<file path="src/rtl/data_mem_arbiter_if.sv">
// Wishbone-style single-transfer bus (cyc/stb/we/ack) shared by the data-memory masters and slave.
// The master modport drives the request side; the slave modport returns ack and read data.
interface data_mem_arbiter_if #(
  parameter int ADDR_W = 8,
  parameter int DATA_W = 8
);
  logic              cyc;
  logic              stb;
  logic              we;
  logic [ADDR_W-1:0] addr;
  logic [DATA_W-1:0] wdat;
  logic              ack;
  logic [DATA_W-1:0] rdat;

  modport master (output cyc, stb, we, addr, wdat, input  ack, rdat);
  modport slave  (input  cyc, stb, we, addr, wdat, output ack, rdat);
endinterface

</file>
<file path="src/rtl/data_mem_arbiter.sv">
// Two-master arbiter in front of the single-port data memory; owner keeps the slave for its cyc window.
// Define DMARB_ROUND_ROBIN_EN for round-robin ties; otherwise master 0 wins every tie.
module data_mem_arbiter #(
  parameter int ADDR_W   = 8,
  parameter int DATA_W   = 8,
  parameter int MAX_HOLD = 16
) (
  input  logic               clk_i,
  input  logic               rst_i,
  data_mem_arbiter_if.slave  m0,
  data_mem_arbiter_if.slave  m1,
  data_mem_arbiter_if.master s,
  output logic [1:0]         gnt_o
);
  localparam int HW = (MAX_HOLD > 1) ? $clog2(MAX_HOLD + 1) : 1;

  logic [1:0]        gnt, gnt_nxt, pick;
  logic [HW-1:0]     hold_cnt, hold_nxt;
  logic              own_cyc, own_stb, oth_cyc, forced;
  logic [ADDR_W-1:0] addr_mux;
  logic [DATA_W-1:0] wdat_mux;
`ifdef DMARB_ROUND_ROBIN_EN
  logic              rr_last;  // set when master 0 took the most recent grant
`endif

  always_comb begin
    own_cyc = (gnt[0] & m0.cyc) | (gnt[1] & m1.cyc);
    own_stb = (gnt[0] & m0.stb) | (gnt[1] & m1.stb);
    oth_cyc = (gnt[0] & m1.cyc) | (gnt[1] & m0.cyc);

    pick = {m1.cyc & ~m0.cyc, m0.cyc};
`ifdef DMARB_ROUND_ROBIN_EN
    if (m0.cyc & m1.cyc & rr_last) pick = 2'b10;
`endif

    // Preemption only between transfers so a pending read ack is never stranded
    forced = (MAX_HOLD != 0) && (hold_cnt == HW'(MAX_HOLD)) && !own_stb && oth_cyc;

    if (!own_cyc)    gnt_nxt = pick;
    else if (forced) gnt_nxt = ~gnt;
    else             gnt_nxt = gnt;

    if (gnt_nxt != gnt)                 hold_nxt = '0;
    else if (!oth_cyc)                  hold_nxt = '0;
    else if (hold_cnt == HW'(MAX_HOLD)) hold_nxt = hold_cnt;
    else                                hold_nxt = hold_cnt + HW'(1);
  end

  always_ff @(posedge clk_i) begin
    if (rst_i) begin
      gnt      <= 2'b00;
      hold_cnt <= '0;
`ifdef DMARB_ROUND_ROBIN_EN
      rr_last  <= 1'b1;
`endif
    end else begin
      gnt      <= gnt_nxt;
      hold_cnt <= hold_nxt;
`ifdef DMARB_ROUND_ROBIN_EN
      if (gnt_nxt != gnt && gnt_nxt != 2'b00) rr_last <= gnt_nxt[0];
`endif
    end
  end

  // Slave side is a pure mux of the registered owner; no owner means an idle bus
  always_comb begin
    addr_mux = '0;
    wdat_mux = '0;
    s.cyc    = 1'b0;
    s.stb    = 1'b0;
    s.we     = 1'b0;
    if (gnt[0]) begin
      s.cyc = m0.cyc; s.stb = m0.stb; s.we = m0.we;
      addr_mux = m0.addr; wdat_mux = m0.wdat;
    end else if (gnt[1]) begin
      s.cyc = m1.cyc; s.stb = m1.stb; s.we = m1.we;
      addr_mux = m1.addr; wdat_mux = m1.wdat;
    end
    s.addr  = addr_mux;
    s.wdat  = wdat_mux;
    m0.ack  = gnt[0] & s.ack;
    m1.ack  = gnt[1] & s.ack;
    m0.rdat = s.rdat;
    m1.rdat = s.rdat;
  end

  assign gnt_o = gnt;
endmodule

</file>
<file path="src/flat_wrapper.sv">
// flat-port wrapper written by rule: the top's interface ports become plain ports
module data_mem_arbiter_flat 
#(
  parameter int ADDR_W   = 8,
  parameter int DATA_W   = 8,
  parameter int MAX_HOLD = 16
)
  (clk_i, rst_i, gnt_o, m0_cyc, m0_stb, m0_we, m0_addr, m0_wdat, m0_ack, m0_rdat, m1_cyc, m1_stb, m1_we, m1_addr, m1_wdat, m1_ack, m1_rdat, s_cyc, s_stb, s_we, s_addr, s_wdat, s_ack, s_rdat);
  data_mem_arbiter_if #(.ADDR_W(ADDR_W), .DATA_W(DATA_W)) m0_i ();
  data_mem_arbiter_if #(.ADDR_W(ADDR_W), .DATA_W(DATA_W)) m1_i ();
  data_mem_arbiter_if #(.ADDR_W(ADDR_W), .DATA_W(DATA_W)) s_i ();
  input  logic clk_i;
  input  logic rst_i;
  output logic [1:0] gnt_o;
  input wire logic [$bits(m0_i.cyc)-1:0] m0_cyc;
  input wire logic [$bits(m0_i.stb)-1:0] m0_stb;
  input wire logic [$bits(m0_i.we)-1:0] m0_we;
  input wire logic [$bits(m0_i.addr)-1:0] m0_addr;
  input wire logic [$bits(m0_i.wdat)-1:0] m0_wdat;
  output wire logic [$bits(m0_i.ack)-1:0] m0_ack;
  output wire logic [$bits(m0_i.rdat)-1:0] m0_rdat;
  input wire logic [$bits(m1_i.cyc)-1:0] m1_cyc;
  input wire logic [$bits(m1_i.stb)-1:0] m1_stb;
  input wire logic [$bits(m1_i.we)-1:0] m1_we;
  input wire logic [$bits(m1_i.addr)-1:0] m1_addr;
  input wire logic [$bits(m1_i.wdat)-1:0] m1_wdat;
  output wire logic [$bits(m1_i.ack)-1:0] m1_ack;
  output wire logic [$bits(m1_i.rdat)-1:0] m1_rdat;
  output wire logic [$bits(s_i.cyc)-1:0] s_cyc;
  output wire logic [$bits(s_i.stb)-1:0] s_stb;
  output wire logic [$bits(s_i.we)-1:0] s_we;
  output wire logic [$bits(s_i.addr)-1:0] s_addr;
  output wire logic [$bits(s_i.wdat)-1:0] s_wdat;
  input wire logic [$bits(s_i.ack)-1:0] s_ack;
  input wire logic [$bits(s_i.rdat)-1:0] s_rdat;
  assign m0_i.cyc = m0_cyc;
  assign m0_i.stb = m0_stb;
  assign m0_i.we = m0_we;
  assign m0_i.addr = m0_addr;
  assign m0_i.wdat = m0_wdat;
  assign m0_ack = m0_i.ack;
  assign m0_rdat = m0_i.rdat;
  assign m1_i.cyc = m1_cyc;
  assign m1_i.stb = m1_stb;
  assign m1_i.we = m1_we;
  assign m1_i.addr = m1_addr;
  assign m1_i.wdat = m1_wdat;
  assign m1_ack = m1_i.ack;
  assign m1_rdat = m1_i.rdat;
  assign s_cyc = s_i.cyc;
  assign s_stb = s_i.stb;
  assign s_we = s_i.we;
  assign s_addr = s_i.addr;
  assign s_wdat = s_i.wdat;
  assign s_i.ack = s_ack;
  assign s_i.rdat = s_rdat;
  data_mem_arbiter #(.ADDR_W(ADDR_W), .DATA_W(DATA_W), .MAX_HOLD(MAX_HOLD)) u_core (.clk_i(clk_i), .rst_i(rst_i), .m0(m0_i), .m1(m1_i), .s(s_i), .gnt_o(gnt_o));
endmodule
</file>
<file path="config.mk">
export PLATFORM = sky130hd
export DESIGN_NAME = data_mem_arbiter_flat
export DESIGN_NICKNAME = d
export VERILOG_FILES = /design/src/rtl/data_mem_arbiter_if.sv /design/src/rtl/data_mem_arbiter.sv /design/src/flat_wrapper.sv
export SDC_FILE = /design/constraint.sdc
export NUM_CORES = 1
export LEC_CHECK = 0
export CORE_ASPECT_RATIO = 2
export CORE_MARGIN = 2
export CORE_UTILIZATION = 30
export CTS_CLUSTER_SIZE = 40
export DETAILED_ROUTE_END_ITERATION = 8
export GPL_ROUTABILITY_DRIVEN = 0
export GPL_TIMING_DRIVEN = 0
export HOLD_SLACK_MARGIN = 0.1
export PLACE_DENSITY = 0.85
export RECOVER_POWER = 25
export SYNTH_ARGS = -nofsm -noshare
export SYNTH_HDL_FRONTEND = slang
export SYNTH_SLANG_ARGS = --single-unit
</file>
<file path="constraint.sdc">
create_clock -name clk_i -period 3.9 [get_ports clk_i]
set_clock_uncertainty 0.1 [all_clocks]
set_input_delay 0.585 -clock clk_i [delete_from_list [all_inputs] [get_ports clk_i]]
set_output_delay 0.585 -clock clk_i [all_outputs]
set_load 0.03 [all_outputs]
</file>
==> summary.txt <==
Run status
  – Run status: completed

Die
  – Core ar.: about 2500 um^2
  – Rows: 26
  – Die Ht: 76.78 um
  – Die extent in x: a little over 40 um
  – Die area: between 3000 and 4000 um^2
  – Initial Utilization: 0.3131
  – Top-Level Pins: slightly below 90

Worst setup path
  – Reg2Reg Depth: 8
  – Largest fanout on the critical path: 6
  – Crit-path cells: clkdlybuf4s50_1 -> nand2_1 -> o21ai_1 -> clkdlybuf4s50_1
  – CP top delay family: buffers and inverters
  – Critical path class: input pin to output port
  – Worst Path Buf+Inv: 2
  – R2r startpoint: u_core.hold_cnt[0]
  – Crit path launch type: input pin
  – Crit end category: output port
  – FF-to-FF End: u_core.gnt_o[0]
  – R2R setup slack: roughly 2.2 ns
  – Worst path slowest cell: clkdlybuf4s50_1
  – Slowest cell delay on critical path: 0.70 ns
  – Worst EP arrival: between 2 and 2.5 ns
  – Worst EP required: ~3.2 ns
  – Most common cell on crit path: clkdlybuf4s50_1

Pwr
  – Leak: ~0.65 nW
  – Pwr Total: roughly 0.36 mW
  – Maximum VDD drop: approximately 0.17 mV
  – Cell Pwr Density: roughly 220 nW/um^2

Finish
  – Fin util: 0.6519
  – Diode count: 0
  – Final net count: 236
  – Area Overhead vs Synth: 108.2%
  – Share of cells above drive strength 1: 0.1467

Routing
  – Final WL: ~3500 um
  – DR WL/cell: around 16 um
  – Residual DRC: 0
  – TritonRoute pass-1 iters: 4
  – DRT antenna net count: 0
  – Initial DRC count: 11
  – Vias: 1100
  – Routed vias/inst: 5.189

STA
  – Final Max Slew Viols: 0
  – Finish-stage setup viols: 0
  – Slew headroom: 0.6309
  – Slew of the pin with the lowest slew margin: roughly 0.55 ns
  – Fmax: 0.3487 GHz
  – Final worst path period share: 0.7354
  – RSZ-0062 raised after global routing: false
  – Setup TNS Final: 0 ns
  – Final Hold Fails: 0
  – Tmin final: ~2.9 ns

Clock network
  – Largest buffer count on any clock path: 2
  – H-tree levels: 1
  – Setup bufs post-CTS: 0
  – Sink Count: 7
  – TritonCTS buffer count: 3
  – Post-CTS resize count: 0
  – Cts hold-fix bufs: 0
  – CTS tree: done
  – Clock transition at path regs: roughly 0.040 ns
  – Worst-Skew Late Latency: around 0.24 ns
  – Root buf cell: clkbuf_8

Synthesis
  – Mapped Area: ~790 um^2
  – Seq/Total Area, Yosys: 0.1764
  – Flops & latches, synth: 7
  – Cell count after synthesis: between 100 and 150
  – Syn nets: approximately 150
  – Syn Area/Cell: 7.866 um^2
  – Yosys warnings: 0
  – Unique masters post-synth: 33

Global routing
  – Largest net degree at the start of global routing: 11
  – Global-route wire length before repair: approximately 5000 um
  – Gr usage total: 0.2299
  – Grt total ovfl: 0
  – Number of global-route vias before repair: approximately 1100
  – Antenna violations before repair: 0

Min path
  – Hold Startpoint: u_core.hold_cnt[1]
  – HP Class: flop to flop
  – Hold depth: 2
  – Hold worst-path end: u_core.hold_cnt[1]

Placed design
  – Detailed placer's ending HPWL: about 2900 um
  – I/O Buffers: ~80

Run
  – Max cap viols: 0
[placed cells by master (no fill, tap or decap), types with 2 or more instances in the layout]
cell type	instances
buf_1	2
inv_1	3
buf_4	17
xor2_1	2
nand2_1	9
dlygate4sd3_1	8
a211oi_1	3
clkdlybuf4s50_1	71
and2_1	2
buf_2	3
nor2_1	3
ha_1	2
dfxtp_1	7
a22o_1	17
o21ai_0	2
clkbuf_8	3
a21oi_1	4
o21ai_1	2
or2b_1	2
nand3_1	6
[routing by layer]
layer / up-vias / track usage / share of wire
li1: 512 / - / -
met1: 480 / 0.1968 / 0.31
met2: 98 / 0.4032 / 0.47
met3: 10 / 0.1272 / 0.20
met4: 0 / 0.08000 / 0.021
met5: - / 0 / 0
[kinds of logic (layout without fill, tap and decap cells)]
group                    Yosys count  in the layout  share of synthesized area
AO/OA/AOI/OAI                     34             34                     0.3496
XOR/XNOR                           3              3                    0.03308
adder cells (fa/ha/maj)            2              2                    0.03149
buffers and inverters             26            109                     0.2173
flip-flops                         7              7                     0.1764
AND/OR/NAND/NOR                   29             29                     0.1921
[area by class of cell]
cell class	instances	area, um^2
fillers	223	883.3
repair buffers	79	790.8
multi-input cells	68	470.5
plain buffers	23	161.4
flip-flops and latches	7	140.1
clock buffers	4	45.04
well taps	28	35.03
inverters	3	11.26
[metrics by stage]
stage	instances	hold slack [ns]	worst slack, ns	cell area [um^2]
floorplan	101	0.3731	1.730	794.5
global placement	208	0.3861	1.081	1620
detailed placement	208	0.4003	1.079	1620
CTS	212	0.4045	1.029	1665
global route	212	0.4337	0.9213	1654
finish	212	0.4003	1.032	1654
[cell usage after synthesis]
cell,number,area share
a2111oi_2,1,0.019
a211oi_1,2,0.019
a211oi_2,1,0.016
a21boi_0,1,0.0095
a21o_1,1,0.0095
a21oi_1,4,0.025
a221oi_2,1,0.019
a22o_1,17,0.19
a31o_1,1,0.011
and2_1,2,0.016
buf_1,2,0.0095
buf_2,3,0.019
buf_4,17,0.16
buf_6,1,0.014
dfxtp_1,7,0.18
ha_1,2,0.031
inv_1,3,0.014
nand2_1,9,0.043
nand2_2,1,0.0079
nand2b_1,1,0.0079
nand3_1,6,0.038
nor2_1,3,0.014
nor2b_1,1,0.0079
nor3_1,1,0.0063
nor3_2,1,0.013
nor4bb_1,1,0.013
o21a_1,1,0.0095
o21ai_0,1,0.0063
o21ai_1,3,0.019
or2_1,1,0.0079
or2b_1,2,0.019
xnor2_1,1,0.011
xor2_1,2,0.022
[how the worst max path moves through the flow]
stage | from | to | slack (ns) | depth (start not counted)
after global placement | m1_cyc | s_cyc | 1.08 | 4
after global routing | u_core.gnt_o[1] | s_wdat[2] | 0.92 | 6
after detailed placement | m1_cyc | s_cyc | 1.08 | 4
after floorplan | u_core.gnt_o[1] | s_addr[4] | 1.73 | 5
after CTS | u_core.gnt_o[1] | s_wdat[2] | 1.03 | 6
final | m1_cyc | s_cyc | 1.03 | 4
[power by group]
group	leakage [nW]	switching (mW)	internal (mW)
combinational	0.575	0.0869	0.0960
clock	0.0228	0.0351	0.0710
sequential	0.0568	0.00147	0.0734
total	0.654	0.123	0.240
[worst register-to-register path: cells and delay by family, from the launching register on]
kind            cells  cell delay (ns)
compound gates      2             0.30
flops               1             0.34
buf+inv             2             0.31
simple gates        3             0.43
fa+ha+maj           1             0.15
[state kept, by name (all words and copies together), names as in the netlist]
signal / cells
u_core.gnt_o: 2
u_core.hold_cnt: 5
Note: power is estimated with default switching activity, not from simulation.
